==> src/rtl/coin_acceptor_if.sv <==
// Coin acceptor to vending FSM link: accepted-coin pulses, counters and the busy back-pressure.
interface coin_acceptor_if #(
  parameter int unsigned CNT_W = 8
);
  logic             busy;
  logic             have_coin5;
  logic             have_coin10;
  logic [CNT_W-1:0] coin_total;
  logic [CNT_W-1:0] reject_cnt;

  modport master (
    input  busy,
    output have_coin5,
    output have_coin10,
    output coin_total,
    output reject_cnt
  );

  modport slave (
    output busy,
    input  have_coin5,
    input  have_coin10,
    input  coin_total,
    input  reject_cnt
  );
endinterface

==> src/rtl/coin_acceptor.sv <==
// Vending machine coin front end: synchronises and debounces the two coin keys,
// arbitrates accepted/rejected coins and keeps saturating value and reject counters.
module coin_key_debounce #(
  parameter int unsigned DEBOUNCE_CYCLES = 1_000_000
) (
  input  logic sys_clk,
  input  logic sys_rst,
  input  logic key_n,
  output logic press_ev
);
  localparam int unsigned   CW       = $clog2(DEBOUNCE_CYCLES);
  localparam logic [CW-1:0] CNT_LAST = CW'(DEBOUNCE_CYCLES - 1);

  localparam logic [1:0] IDLE         = 2'd0;
  localparam logic [1:0] PRESS_WAIT   = 2'd1;
  localparam logic [1:0] HELD         = 2'd2;
  localparam logic [1:0] RELEASE_WAIT = 2'd3;

  logic [1:0]    sync_q;
  logic [1:0]    vld_q;
  logic          armed_q;
  logic [1:0]    state_q, state_d;
  logic [CW-1:0] cnt_q, cnt_d;
  logic          ev_q, ev_d;
  logic          key_up;

  assign key_up   = sync_q[1];
  assign press_ev = ev_q;

  // Two-flop synchroniser; released (high) out of reset.
  always_ff @(posedge sys_clk or posedge sys_rst) begin
    if (sys_rst) begin
      sync_q <= 2'b11;
    end else begin
      sync_q <= {sync_q[0], key_n};
    end
  end

  // The key must be seen genuinely released after reset before a press can start,
  // so a key held through reset never produces a spurious event.
  always_ff @(posedge sys_clk or posedge sys_rst) begin
    if (sys_rst) begin
      vld_q   <= 2'b00;
      armed_q <= 1'b0;
    end else begin
      vld_q <= {vld_q[0], 1'b1};
      if (vld_q[1] && key_up) begin
        armed_q <= 1'b1;
      end
    end
  end

  always_ff @(posedge sys_clk or posedge sys_rst) begin
    if (sys_rst) begin
      state_q <= IDLE;
      cnt_q   <= '0;
      ev_q    <= 1'b0;
    end else begin
      state_q <= state_d;
      cnt_q   <= cnt_d;
      ev_q    <= ev_d;
    end
  end

  always_comb begin
    state_d = state_q;
    cnt_d   = cnt_q;
    ev_d    = 1'b0;
    case (state_q)
      IDLE: begin
        if (armed_q && !key_up) begin
          state_d = PRESS_WAIT;
          cnt_d   = '0;
        end
      end
      PRESS_WAIT: begin
        if (key_up) begin
          state_d = IDLE;
        end else if (cnt_q == CNT_LAST) begin
          state_d = HELD;
          ev_d    = 1'b1;
        end else begin
          cnt_d = cnt_q + CW'(1);
        end
      end
      HELD: begin
        if (key_up) begin
          state_d = RELEASE_WAIT;
          cnt_d   = '0;
        end
      end
      RELEASE_WAIT: begin
        if (!key_up) begin
          state_d = HELD;
        end else if (cnt_q == CNT_LAST) begin
          state_d = IDLE;
        end else begin
          cnt_d = cnt_q + CW'(1);
        end
      end
      default: begin
        state_d = IDLE;
        cnt_d   = '0;
      end
    endcase
  end
endmodule

module coin_acceptor #(
  parameter int unsigned DEBOUNCE_CYCLES = 1_000_000,
  parameter int unsigned CNT_W           = 8
) (
  input  logic            sys_clk,
  input  logic            sys_rst,
  input  logic            key_coin5,
  input  logic            key_coin10,
  coin_acceptor_if.master bus
);
  localparam int unsigned      SUM_W   = CNT_W + 1;
  localparam logic [CNT_W-1:0] CNT_MAX = {CNT_W{1'b1}};

  logic             ev5, ev10;
  logic             accept5_c, accept10_c, reject_c;
  logic [SUM_W-1:0] add_c, sum_c;
  logic             have5_q, have5_d;
  logic             have10_q, have10_d;
  logic [CNT_W-1:0] total_q, total_d;
  logic [CNT_W-1:0] rej_q, rej_d;

  coin_key_debounce #(.DEBOUNCE_CYCLES(DEBOUNCE_CYCLES)) u_deb5 (
    .sys_clk  (sys_clk),
    .sys_rst  (sys_rst),
    .key_n    (key_coin5),
    .press_ev (ev5)
  );

  coin_key_debounce #(.DEBOUNCE_CYCLES(DEBOUNCE_CYCLES)) u_deb10 (
    .sys_clk  (sys_clk),
    .sys_rst  (sys_rst),
    .key_n    (key_coin10),
    .press_ev (ev10)
  );

  // A lone event while idle is a coin; simultaneous events or a busy machine are one reject.
  assign accept5_c  = ev5 && !ev10 && !bus.busy;
  assign accept10_c = ev10 && !ev5 && !bus.busy;
  assign reject_c   = (ev5 || ev10) && !(accept5_c || accept10_c);

  always_comb begin
    have5_d  = accept5_c;
    have10_d = accept10_c;
    total_d  = total_q;
    rej_d    = rej_q;
    add_c    = '0;
    if (accept5_c) begin
      add_c = SUM_W'(5);
    end else if (accept10_c) begin
      add_c = SUM_W'(10);
    end
    sum_c = {1'b0, total_q} + add_c;
    if (accept5_c || accept10_c) begin
      total_d = sum_c[CNT_W] ? CNT_MAX : sum_c[CNT_W-1:0];
    end
    if (reject_c && (rej_q != CNT_MAX)) begin
      rej_d = rej_q + CNT_W'(1);
    end
  end

  always_ff @(posedge sys_clk or posedge sys_rst) begin
    if (sys_rst) begin
      have5_q  <= 1'b0;
      have10_q <= 1'b0;
      total_q  <= '0;
      rej_q    <= '0;
    end else begin
      have5_q  <= have5_d;
      have10_q <= have10_d;
      total_q  <= total_d;
      rej_q    <= rej_d;
    end
  end

  assign bus.have_coin5  = have5_q;
  assign bus.have_coin10 = have10_q;
  assign bus.coin_total  = total_q;
  assign bus.reject_cnt  = rej_q;
endmodule

==> src/flat_wrapper.sv <==
// flat-port wrapper written by rule: the top's interface ports become plain ports
module coin_acceptor_flat 
#(
  parameter int unsigned DEBOUNCE_CYCLES = 1_000_000,
  parameter int unsigned CNT_W           = 8
)
  (sys_clk, sys_rst, key_coin5, key_coin10, bus_busy, bus_have_coin5, bus_have_coin10, bus_coin_total, bus_reject_cnt);
  coin_acceptor_if #(.CNT_W(CNT_W)) bus_i ();
  input  logic sys_clk;
  input  logic sys_rst;
  input  logic key_coin5;
  input  logic key_coin10;
  input wire logic [$bits(bus_i.busy)-1:0] bus_busy;
  output wire logic [$bits(bus_i.have_coin5)-1:0] bus_have_coin5;
  output wire logic [$bits(bus_i.have_coin10)-1:0] bus_have_coin10;
  output wire logic [$bits(bus_i.coin_total)-1:0] bus_coin_total;
  output wire logic [$bits(bus_i.reject_cnt)-1:0] bus_reject_cnt;
  assign bus_i.busy = bus_busy;
  assign bus_have_coin5 = bus_i.have_coin5;
  assign bus_have_coin10 = bus_i.have_coin10;
  assign bus_coin_total = bus_i.coin_total;
  assign bus_reject_cnt = bus_i.reject_cnt;
  coin_acceptor #(.DEBOUNCE_CYCLES(DEBOUNCE_CYCLES), .CNT_W(CNT_W)) u_core (.sys_clk(sys_clk), .sys_rst(sys_rst), .key_coin5(key_coin5), .key_coin10(key_coin10), .bus(bus_i));
endmodule
==> config.mk <==
export PLATFORM = sky130hd
export DESIGN_NAME = coin_acceptor_flat
export DESIGN_NICKNAME = d
export VERILOG_FILES = /design/src/rtl/coin_acceptor_if.sv /design/src/rtl/coin_acceptor.sv /design/src/flat_wrapper.sv
export SDC_FILE = /design/constraint.sdc
export NUM_CORES = 1
export LEC_CHECK = 0
export ABC_AREA = 0
export BUFFER_PORTS_ARGS = -buffer_cell sky130_fd_sc_hd__buf_2
export CORE_UTILIZATION = 41
export DETAILED_ROUTE_END_ITERATION = 8
export RECOVER_POWER = 50
export SETUP_SLACK_MARGIN = 0.5
export SYNTH_ARGS = -nofsm -noshare
export SYNTH_HDL_FRONTEND = slang
export SYNTH_SLANG_ARGS = --single-unit
==> constraint.sdc <==
create_clock -name sys_clk -period 3.32 [get_ports sys_clk]
set_clock_uncertainty 0.2 [all_clocks]
set_input_delay 0.166 -clock sys_clk [delete_from_list [all_inputs] [get_ports sys_clk]]
set_output_delay 0.166 -clock sys_clk [all_outputs]
set_load 0.05 [all_outputs]
# [Word-level counts from Yosys, hierarchy flattened]
# Cells that the tools add are included.
[op_classes] n_addsub=4 n_mul=0 n_div=0 n_lt_le_gt_ge=0 n_eq_ne=21 shifts=0 muxes=35 bitwise_logic=0 n_reduce_logical=24
[ops] cell="$mux 20" n=10
[ops] cell="$pmux 20 s4" n=2
[ops] cell="$add 20x1->20 const B" n=2
[ops] cell="$eq 20x20->1 const B" n=2
[ops] cell="$mux 2" n=12
[ops] cell="$ne 2x2->1 const B" n=8
[ops] cell="$pmux 2 s4" n=2
[ops] cell="$reduce_and 4->1" n=4
[ops] cell="$ne 3x3->1 const B" n=4
[ops] cell="$logic_and 1x1->1" n=10
[ops] cell="$add 8x9->9" n=1
[ops] cell="$mux 9" n=1
[ops] cell="$add 8x1->8 const B" n=1
[ops] cell="$eq 2x2->1 const B" n=4
[ops] cell="$mux 8" n=1
[ops] cell="$ne 8x8->1 const B" n=1
[ops] cell="$logic_not 1->1" n=6
[ops] cell="$mux 1" n=6
[ops] cell="$eq 2x1->1 const B" n=2
[ops] cell="$logic_not 2->1" n=2
[ops] cell="$mux 4" n=1
[ops] cell="$logic_or 1x1->1" n=2
[totals] ff_bits=74 latch_bits=0 mem_bits_rw=0 romBits=0 inputBits=5 out_inout_bits=18 wordCells=100 mem_count=0

# [Longest topological paths before layout]
# Gate-level depths: netlist of run 1.
[logic_depth] depth_word=7 depth_mapped=9 ltp_nobuf=9

# [Hierarchy]
# From an unflattened synthesis of run 1, not the netlist that was laid out.
[unflattened] cells_unflattened=405 area_unflattened_um2=4006.3
[by_module_without_submodules] module="coin_key_debounce (u_core.u_deb5)" instances=1 cells_each=168 area_per_inst_um2=1584.0 seq_area_each_um2=703.2
[by_module_without_submodules] module="coin_key_debounce (u_core.u_deb10)" instances=1 cells_each=153 area_per_inst_um2=1475.2 seq_area_each_um2=703.2
[by_module_without_submodules] module="coin_acceptor" instances=1 cells_each=84 area_per_inst_um2=947.2 seq_area_each_um2=450.4

# [Worst setup path before layout of run 1]
# No wires, ideal clock.
[synth_path] path_kind="reg2reg" start="register u_core.total_q[0] (netlist: u_core.bus.coin_total[0])" end="register u_core.total_q[6] (netlist: u_core.bus.coin_total[6])" setup_time_ps=125 arrival_ps=2176 required_ps=2995 setup_slack_ps=819 stages_incl_launch_ff=8 path_buffers=0 synth_period_minus_slack_ps=2501 cell_sequence="dfrtp_1 -> ha_1 -> fa_1 -> a21o_1 -> a21o_1 -> and2_1 -> nand3_1 -> mux2_2"
[synth_between] elab_chain_cells=2
[synth_lines] element="start: declaration" line_no="coin_acceptor.sv:127" text="logic [CNT_W-1:0] total_q, total_d;"
[synth_lines] element="start signal: assignment" line_no="coin_acceptor.sv:178" text="total_q <= total_d;"
[synth_lines] element="$add 8x9->9" line_no="coin_acceptor.sv:160" text="sum_c = {1'b0, total_q} + add_c;"
[synth_lines] element="$mux 8" line_no="coin_acceptor.sv:162" text="total_d = sum_c[CNT_W] ? CNT_MAX : sum_c[CNT_W-1:0];"
# No other way between the ends.
# A chain may end at the register's enable or synchronous reset.

# [Worst setup path after layout of run 1]
[layout_path] start="register u_core.u_deb10.cnt_q[15]" end="register u_core.u_deb10.cnt_q[11]"
[layout_between] elab_chain_cells=4 elab_cells_between_ends=5 cone_classes="1 x eq/ne; 4 x mux"
[layout_lines] element="start: declaration" line_no="coin_acceptor.sv:23" text="logic [CW-1:0] cnt_q, cnt_d;"
[layout_lines] element="start signal: assignment" line_no="coin_acceptor.sv:60" text="cnt_q <= cnt_d;"
[layout_lines] element="$eq 20x20->1 *" line_no="coin_acceptor.sv:79, coin_acceptor.sv:95"
[layout_lines] element="$mux 20 *"
[layout_lines] element="$mux 20 (on tied branches)"
[layout_lines] element="$pmux 20 s4 *"
# Mark *: on every way between the ends. The rest lies on a longest branch, timed or not. The select of a mux whose other input is x is not followed.

==> results of run 1 <==
[cell usage in the layout, fill, tap and decap left out, types with 4 or more instances in the layout]
| master | count |
|---|---|
| sky130_fd_sc_hd__nor2_1 | 16 |
| sky130_fd_sc_hd__ha_1 | 7 |
| sky130_fd_sc_hd__a21oi_1 | 11 |
| sky130_fd_sc_hd__nand3_1 | 22 |
| sky130_fd_sc_hd__xnor2_1 | 8 |
| sky130_fd_sc_hd__a31oi_1 | 8 |
| sky130_fd_sc_hd__clkbuf_8 | 9 |
| sky130_fd_sc_hd__or3_1 | 4 |
| sky130_fd_sc_hd__o21ai_0 | 45 |
| sky130_fd_sc_hd__or4_1 | 7 |
| sky130_fd_sc_hd__o31ai_1 | 13 |
| sky130_fd_sc_hd__buf_4 | 5 |
| sky130_fd_sc_hd__nor4bb_1 | 4 |
| sky130_fd_sc_hd__mux2i_1 | 6 |
| sky130_fd_sc_hd__nand2b_1 | 6 |
| sky130_fd_sc_hd__nand2_1 | 41 |
| sky130_fd_sc_hd__dlygate4sd3_1 | 4 |
| sky130_fd_sc_hd__and4_1 | 6 |
| sky130_fd_sc_hd__a21o_1 | 6 |
| sky130_fd_sc_hd__dfrtp_1 | 68 |
| sky130_fd_sc_hd__clkbuf_1 | 20 |
| sky130_fd_sc_hd__nand4_1 | 14 |
| sky130_fd_sc_hd__and2_1 | 7 |
| sky130_fd_sc_hd__o41ai_1 | 7 |
| sky130_fd_sc_hd__inv_1 | 6 |
| sky130_fd_sc_hd__o21a_1 | 10 |
[area by class of cell]
class                           count  area (um2)
Fill cell                         835        4630
Multi-Input combinational cell    291        1880
Sequential cell                    72        1810
Timing Repair Buffer               32         168
Tap cell                          108         135
Clock buffer                        9         124
Clock inverter                      7        78.8
Inverter                            8        30.0
[how the worst max path moves through the flow]
stage | from | endpoint | slack, ns | cells past startpoint
6_report | u_core.u_deb10.cnt_q[15] | u_core.u_deb10.cnt_q[11] | 0.66 | 5
5_1_grt | sys_rst | u_core.u_deb5.cnt_q[8] | 0.46 | 4
3_5_place_dp | u_core.u_deb10.cnt_q[15] | u_core.u_deb10.cnt_q[19] | 0.48 | 5
2_1_floorplan | u_core.bus.coin_total[0] | u_core.bus.coin_total[6] | 0.82 | 7
3_3_place_gp | u_core.u_deb10.cnt_q[15] | u_core.u_deb10.cnt_q[16] | 0.56 | 5
4_1_cts | u_core.u_deb10.cnt_q[15] | u_core.u_deb10.cnt_q[19] | 0.51 | 5
[power by group]
group / total, mW / internal (mW) / switching [mW]
registers: 0.926 / 0.899 / 0.0268
logic: 0.114 / 0.0393 / 0.0743
clock network: 0.724 / 0.355 / 0.369
[worst max-delay path, delay by kind of cell, from the launching register on]
family             cells  cell delay [ns]
AOI/OAI and AO/OA      1             0.44
DFF                    1             0.45
and+or+nand+nor        3             1.38
muxes                  1             0.07
[through the flow]
| step | hold WS, ns | cells | power, mW | area [um2] |
|---|---|---|---|---|
| CTS | 0.156 | 525 | 1.78 | 4230 |
| finish | 0.154 | 527 | 1.76 | 4220 |
| global placement | 0.0709 | 505 | 1.05 | 3990 |
| floorplan | -0.0295 | 387 | 1.02 | 3800 |
| detailed placement | 0.0725 | 505 | 1.05 | 3990 |
| global route | 0.164 | 527 | 1.84 | 4220 |
[flip-flops by register name, summed over array words and instances, names as in the netlist, named ones only]
| register | count |
|---|---|
| u_core.bus.have_coin10 | 1 |
| u_core.bus.coin_total | 8 |
| u_core.u_deb5.armed_q | 1 |
| u_core.u_deb5.vld_q | 1 |
| u_core.u_deb10.armed_q | 1 |
| u_core.u_deb10.state_q | 1 |
| u_core.u_deb5.sync_q | 2 |
| u_core.u_deb10.press_ev | 1 |
| u_core.bus.reject_cnt | 8 |
| u_core.u_deb5.press_ev | 1 |
| u_core.bus.have_coin5 | 1 |
| u_core.u_deb5.state_q | 1 |
| u_core.u_deb5.cnt_q | 20 |
| u_core.u_deb10.vld_q | 1 |
| u_core.u_deb10.sync_q | 2 |
| u_core.u_deb10.cnt_q | 20 |
[logic make-up (layout without fill, tap and decap cells)]
group	Yosys count	in the layout	share of synthesized area, %
xor+xnor	11	11	2.54
compound gates	115	115	20.0
buf+inv	24	56	3.00
mux	10	10	3.07
fa+ha+maj	9	9	3.10
simple gates	145	145	20.6
other cells	1	1	0.0988
flops	72	72	47.6
[routing by layer]
layer | wire length (um) | share of wire [%] | up-vias | global-route usage (%)
met1 | 4040 | 51 | 1452 | 24.9
met2 | 3440 | 44 | 70 | 26.5
met5 | 0 | 0 | - | 0
li1 | - | - | 1499 | -
met3 | 313 | 4.0 | 10 | 3.15
met4 | 110 | 1.4 | 0 | 7.46
[repair_timing]
action | in CTS | in global routing
pin swaps | 1 | 1
endpoints found under the setup margin | 7 | 15
hold endpoints to repair | 38 | 0
hold buffers | 4 | 0
buffers inserted | 0 | 2
resized for setup | 0 | 0
==> results list, run 1 <==
* Share of synthesized area occupied by flip-flops and latches: 47.6%
- The clock period could shrink to 2.66 ns.
* FF-to-FF setup slack: 0.66 ns
- Post-route setup TNS: 0 ns
* Critical path capture point type: flip-flop
* Maximum number of pins on one net before global-route repair: 37
- First DRT Iteration DRCs: 184
* Wire length of the first global-routing pass: 13,700 um
- Setup slack at placement: about 0.48 ns
* Cell chosen for the clock root: sky130_fd_sc_hd__clkbuf_8
- Overall die area: 0.00965 mm2
- Data arrives at the worst endpoint at 2.68 ns.
* Min-delay src: u_core.u_deb5.vld_q[0]
* Clock latency on the worst-skew pair: roughly 0.35 ns
* Leakage: 1.73 nW
- Critical Path Source Type: flip-flop
- Worst hold path stage count: 0
* Iteration count of the initial detailed-routing pass: 7
- Max-slew violations: 0
- IR Drop Worst-Case VDD: approximately 0.21 mV
* Top-area cell type share of the netlist area: 44.8%
- Counting every instance in the synthesized netlist gives 387.
* Post-Synthesis Net Count: 400
- After synthesis, the mean cell area works out to 9.81 um2.
- By instance count, the cell type seen most on the critical path is sky130_fd_sc_hd__or4_1.
* Synth cell count leaders: sky130_fd_sc_hd__dfrtp_1, sky130_fd_sc_hd__o21ai_0, sky130_fd_sc_hd__nand2_1, sky130_fd_sc_hd__nand3_1, sky130_fd_sc_hd__nor2_1
- The final layout contains routed wiring with a total length of 7910 um.
- Sink count of the clock tree: 72
* Largest cells by area after synthesis: sky130_fd_sc_hd__dfrtp_1, sky130_fd_sc_hd__o21ai_0, sky130_fd_sc_hd__nand2_1, sky130_fd_sc_hd__nand3_1, sky130_fd_sc_hd__dfstp_2
- Die Ht: approximately 98 um
- Number of global-route vias before repair: 2,893
- Worst reg2reg path endpoint: u_core.u_deb10.cnt_q[11]
- Initial core utilization: 42.9%
- The critical path is of the flip-flop to flip-flop type.
* Reg2Reg Launch Point: u_core.u_deb10.cnt_q[15]
- For this run, the total global-route usage over all layers was measured as between 15 and 20%.
- The number of clock buffers added by TritonCTS is 9.
* Setup repair after global routing missed its margin: false
- After the last flow step, the layout net total stands at 427.
* Worst R2R Path Depth: 5
- On the worst path, the slowest cell contributes a delay of 0.59 ns.
- Required time worst endpoint: 3.35 ns
- Synthesis Warnings: 0
- Number of diodes: 0
- Clock-pin slew was measured on the worst setup and hold paths at 0.08 ns.
* Most used DFF post-synth: sky130_fd_sc_hd__dfrtp_1
- In the final routed layout, each cell accounts on average for 15.0 um.
- Counting flops with an async set or reset pin after synthesis yields a share of 100%.
* Area added between synthesis and finish: 11.1%
* Tcrit/Tclk final: 80.0%
- Most common cell in the netlist: sky130_fd_sc_hd__dfrtp_1
- Number of primary I/O pins: 23
- DRC violation count after routing: 0
- Least setup slack across all paths after layout: 0.665 ns
- CP Max Fanout: 9
- The critical path goes through or4_1 > or4_1 > o21bai_2 > or2_2 > mux2i_4.
* Vias after detailed routing: slightly above 3,000
* Count of cell types in the netlist: 57
* Number of synthesized flops with an enable pin: 0
- Cells fill 47.7% of the core in the end.
- The hold violation count in the final report was 0.
* Status: finished clean
- No sink is reached through more buffers than the 2 on the longest clock path.
- Flip-flop and latch count after synthesis: 72
* Core Box Area: 0.00885 mm2
- Maximum clock rate: 0.377 GHz
- Summed over all layers, the global routing overflow is 0.
- Die Width: 98.2 um
- Antenna-violating nets left: 0
- Once detailed placement completed, the half-perimeter wirelength came to approximately 5300 um.
- The biggest area contributor in the post-synthesis netlist is sky130_fd_sc_hd__dfrtp_1.
- TritonCTS clock tree: yes
- The worst hold path belongs to the class flip-flop to flip-flop.
- The cell area that synthesis handed to floorplanning was 0.00380 mm2.
* Final setup viols: 0
- Areal power density over the cells: about 420 mW/mm2
- Using the TritonRoute via totals, the vias-per-cell ratio works out to ~5.8.
- Headroom to the max-slew limit came out at 10.5%.
* Capture endpoint of the worst hold path: u_core.u_deb10.vld_q[1]
- Layout cell share with drive strength beyond 1: 9.79%
- The tool flagged a number of max-cap violations equal to 0.
- Core Rows: 34
* Initial antenna violation count: 0
- Transition time at the pin with the least slew margin: between 1 and 1.5 ns
* Routability Congestion: a little over 0.8
- Maximum level of the CTS H-tree: 3
- For this design, the slowest cell found on the critical path is sky130_fd_sc_hd__or4_1.
- Input/output buffers: 22
(Power assumes the default switching activity.)
==> run 2: changes to the inputs <==
ABC_AREA = 1   (was 0)
clock period = 2.2 ns   (was 3.32 ns; I/O delays follow)
==> results list, run 2 <==
- The cell accounting for the most synthesized area is sky130_fd_sc_hd__dfrtp_1 (unchanged).
* Number of max-cap violations: 0 (unchanged)
* Core Rows: 36 (was 34)
* Number of diodes: 0 (unchanged)
- The number of synthesized register bits came to 72 (unchanged).
- The critical-path cell with the highest stage delay is sky130_fd_sc_hd__dfrtp_1 (was sky130_fd_sc_hd__or4_1).
- The worst setup timing slack at the placement stage is 0.206 ns (was 0.478 ns).
* Global routing usage summed across all routing layers: 21.5% (was 17.6%)
- The average wire length per cell after detail routing was 13.9 um (was 15.0 um).
- The H-tree depth was 3 (unchanged).
- Max-slew violations: 0 (unchanged)
- The overall power is 3.10 mW (was 1.76 mW).
- Initial antenna violation count: 0 (unchanged)
- The height of the die came to 103 um (was 98.2 um).
- The category of the worst setup path launch point is a flip-flop (unchanged).
- CP Max Fanout: 6 (was 9)
- The minimum period implied by the final worst setup slack is 1.94 ns (was 2.66 ns).
* Antenna-violating nets left: 0 (unchanged)
- The most frequent cell after synthesis was sky130_fd_sc_hd__nand2_1 (was sky130_fd_sc_hd__dfrtp_1).
- Mean post-synth cell area: 7.38 um2 (was 9.81 um2)
- Maximum clock rate: 0.516 GHz (was 0.377 GHz)
* Drt total wl: 11,000 um (was 7910 um)
* Wire length of the first global-routing pass: 17,500 um (was 13,700 um)
- Cell family contributing the most delay on the critical path: adder cells (was simple AND/OR/NAND/NOR gates)
- The post-synthesis to final-layout area growth is 34.0% (was 11.1%).
- Cell chosen for the clock root: sky130_fd_sc_hd__clkbuf_8 (unchanged)
- The required time of the critical path is 2.24 ns (was 3.35 ns).
- The synthesized instance count came to 572 (was 387).
* TritonCTS clock tree: yes (unchanged)
- Overflow left after global routing: 0 (unchanged)
- The I/O pin count came to 23 (unchanged).
* Vias after detailed routing: 4,044 (was 3,031)
* Clock latency on the worst-skew pair: 0.36 ns (was 0.35 ns)
* DRC violation count after routing: 0 (unchanged)
- Critical path capture point type: flip-flop (unchanged)
- The standby leakage power is 2.60 nW (was 1.73 nW).
- The type of the most critical hold path is input port to asynchronous set/reset pin (was flip-flop to flip-flop).
- Setup repair after global routing missed its margin: true (was false).
- Fraction of registers with async set or reset after synthesis: 100% (unchanged)
- The cell area after technology mapping is 0.00422 mm2 (was 0.00380 mm2).
- The start-to-end type of the worst setup path is flip-flop to flip-flop (unchanged).
- The most common flop cell mapped by yosys is sky130_fd_sc_hd__dfrtp_1 (unchanged).
- The maximum number of pins on one net before global-route repair is 38 (was 37).
* Routed via count divided by cell count: 5.12 (was 5.75)
- The net count of the mapped netlist was 585 (was 400).
* IR Drop Worst-Case VDD: 0.477 mV (was 0.212 mV)
- The number of buffer and inverter instances along the worst setup path is 2 (was 0).
- Synth cell count leaders: sky130_fd_sc_hd__nand2_1, sky130_fd_sc_hd__nor2_1, sky130_fd_sc_hd__dfrtp_1, sky130_fd_sc_hd__inv_1, sky130_fd_sc_hd__nand3_1 (was sky130_fd_sc_hd__dfrtp_1, sky130_fd_sc_hd__o21ai_0, sky130_fd_sc_hd__nand2_1, sky130_fd_sc_hd__nand3_1, sky130_fd_sc_hd__nor2_1)
- The remaining max-slew budget at the tightest pin came to 56.7% (was 10.5%).
* Layout cell share with drive strength beyond 1: 35.0% (was 9.79%)
- Final setup viols: 0 (unchanged)
* Clk pin slew, worst setup/hold paths: 0.07 ns (was 0.08 ns)
- The violation count after the first detailed-routing iteration came to 250 (was 184).
- The placed cell area came to 0.00452 mm2 (was 0.00399 mm2).
* Post-DP HPWL: 6800 um (was 5310 um)
- Largest cells by area after synthesis: sky130_fd_sc_hd__dfrtp_1, sky130_fd_sc_hd__nand2_1, sky130_fd_sc_hd__nor2_1, sky130_fd_sc_hd__inv_1, sky130_fd_sc_hd__nand3_1 (was sky130_fd_sc_hd__dfrtp_1, sky130_fd_sc_hd__o21ai_0, sky130_fd_sc_hd__nand2_1, sky130_fd_sc_hd__nand3_1, sky130_fd_sc_hd__dfstp_2)
- The hold violation count in the final report is 0 (unchanged).
- The count of port buffers added during placement came to 22 (unchanged).
- Number of global-route vias before repair: 3,724 (was 2,893)
- Core Box Area: 0.00986 mm2 (was 0.00885 mm2)
- Top-area cell type share of the netlist area: 40.3% (was 44.8%)
- Registers with the most flip-flops: u_core.u_deb10.cnt_q: 20 flops, u_core.u_deb5.cnt_q: 20 flops (unchanged)
- Crit path largest cell delay: 0.41 ns (was 0.59 ns)
* Total non-filler cell area in the finished layout: 0.00565 mm2 (was 0.00422 mm2)
- The number of clock sinks came to 72 (unchanged).
- Number of gates on the worst path with buffers counted: 10 (was 5)
* Final net count: 665 (was 427)
- The slew at the pin closest to its max-slew limit was 0.647 ns (was 1.34 ns).
* Largest buffer count on any clock path: 2 (unchanged)
- Least setup slack across all paths after layout: 0.261 ns (was 0.665 ns)
- Most common library cell in the layout ignoring fill and taps: sky130_fd_sc_hd__nand2_1 (was sky130_fd_sc_hd__dfrtp_1)
* Routability Congestion: 0.863 (was 0.812)
- The overall die area came to 0.0107 mm2 (was 0.00965 mm2).
* Die Width: 103 um (was 98.2 um)
* Worst R2R Path Depth: 10 (was 5)
- Areal power density over the cells: 549 mW/mm2 (was 418 mW/mm2)
- Status: finished clean (unchanged)
- Count of cell types in the netlist: 33 (was 57)
- Critical path cell sequence: nand3_4 > inv_4 > ha_4 > fa_2 > a21oi_2 > o21ai_1 > nand2_1 > inv_2 > nand2_4 > o211ai_1 (was or4_1 > or4_1 > o21bai_2 > or2_2 > mux2i_4)
* Commonest cells after routing, fill and taps aside: sky130_fd_sc_hd__nand2_1, sky130_fd_sc_hd__nor2_1, sky130_fd_sc_hd__inv_1 (was sky130_fd_sc_hd__dfrtp_1, sky130_fd_sc_hd__o21ai_0, sky130_fd_sc_hd__nand2_1)
- Arr. time, crit path: 1.98 ns (was 2.68 ns)
- The number of iterations in the first detailed-routing pass was 5 (was 7).
- Num CTS Buffers: 9 (unchanged)
* Post-route setup TNS: 0 ns (unchanged)
- Share of synthesized area occupied by flip-flops and latches: 42.8% (was 47.6%)
* Synthesis Warnings: 0 (unchanged)
- Number of synthesized flops with an enable pin: 0 (unchanged)
- Initial core utilization: 42.8% (was 42.9%)
- The fraction of the cycle the final worst path needs is 88.1% (was 80.0%).
run 2: changes by cell type after synthesis, sizes merged, moves of 9 or more:
| cell | previous run | this run |
|---|---|---|
| nand2 | 41 | 171 |
| nor2 | 16 | 78 |
| inv | 8 | 69 |
| nand3 | 22 | 48 |
| xor2 | 3 | 22 |
| o31ai | 14 | 0 |
| nor3 | 3 | 13 |
| o21a | 10 | 0 |
| clkbuf | 9 | 0 |
run 2: timing repair:
action / 4_1_cts / 5_1_grt
buffers inserted: 20 / 22
gates resized for setup: 47 / 107
pin swaps: 10 / 29
cloned: 6 / 1
hold buffers: 5 / 0
hold endpoints to repair: 72 / 0
endpoints found under the setup margin: 58 / 58
run 2: per-layer routing:
layer | vias to the layer above | wire length [um] | GRT usage [%] | share of wire [%]
met5 | - | 0 | 0 | 0
met4 | 0 | 282 | 7.37 | 2.6
met3 | 29 | 509 | 5.71 | 4.6
met2 | 106 | 5620 | 35.6 | 51
met1 | 1937 | 4590 | 27.2 | 42
li1 | 1972 | - | - | -
run 2: worst reg2reg max path, stage by stage (launching register included):
cell and delay (ns):
sky130_fd_sc_hd__dfrtp_1 0.41, sky130_fd_sc_hd__nand3_4 0.11, sky130_fd_sc_hd__inv_4 0.05, sky130_fd_sc_hd__ha_4 0.16
sky130_fd_sc_hd__fa_2 0.34, sky130_fd_sc_hd__a21oi_2 0.14, sky130_fd_sc_hd__o21ai_1 0.08, sky130_fd_sc_hd__nand2_1 0.09
sky130_fd_sc_hd__inv_2 0.06, sky130_fd_sc_hd__nand2_4 0.10, sky130_fd_sc_hd__o211ai_1 0.09
run 2: area by class of cell:
cell class                      instances  area [um2]
Fill cell                             882        4210
Tap cell                              133         166
Multi-Input combinational cell        422        2610
Sequential cell                        72        1840
Timing Repair Buffer                   78         577
Inverter                               69         268
Clock buffer                           13         159
Clock inverter                          3        40.0
run 2: worst paths after layout:
path | from | slack (ns) | endpoint
max in group asynchronous | sys_rst | 0.71 | u_core.u_deb5.cnt_q[2]
min in group sys_clk | bus_busy | 0.14 | u_core.bus.coin_total[1]
worst max-delay path | u_core.u_deb5.press_ev | 0.26 | u_core.bus.coin_total[2]
worst min register to register | u_core.u_deb5.vld_q[0] | 0.15 | u_core.u_deb10.vld_q[1]
worst max register to register | u_core.u_deb5.press_ev | 0.26 | u_core.bus.coin_total[2]
worst min-delay path | sys_rst | 0.13 | u_core.bus.coin_total[7]
run 2: where the power goes:
part	total, mW	internal, mW	leakage, nW	switching, mW
sequential	1.43	1.37	0.913	0.0604
combinational	0.592	0.245	1.59	0.347
clock	1.08	0.583	0.103	0.496
total	3.10	2.20	2.60	0.903
run 2: kinds of logic after synthesis:
family,after synthesis,synth area share [%]
xor+xnor,29,6.02
compound gates,53,7.47
simple gates,327,32.9
flops,72,42.8
buf+inv,82,8.16
other cells,1,0.0889
fa+ha+maj,8,2.55
run 2: metrics by stage:
| stage | utilization (%) | hold WS (ns) | std cells |
|---|---|---|---|
| detailed placement | 45.8 | -0.102 | 720 |
| CTS | 52.4 | 0.0525 | 767 |
| global placement | 45.8 | -0.101 | 720 |
| global route | 57.3 | 0.169 | 790 |
| finish | 57.3 | 0.130 | 790 |
| floorplan | - | -0.0855 | 572 |
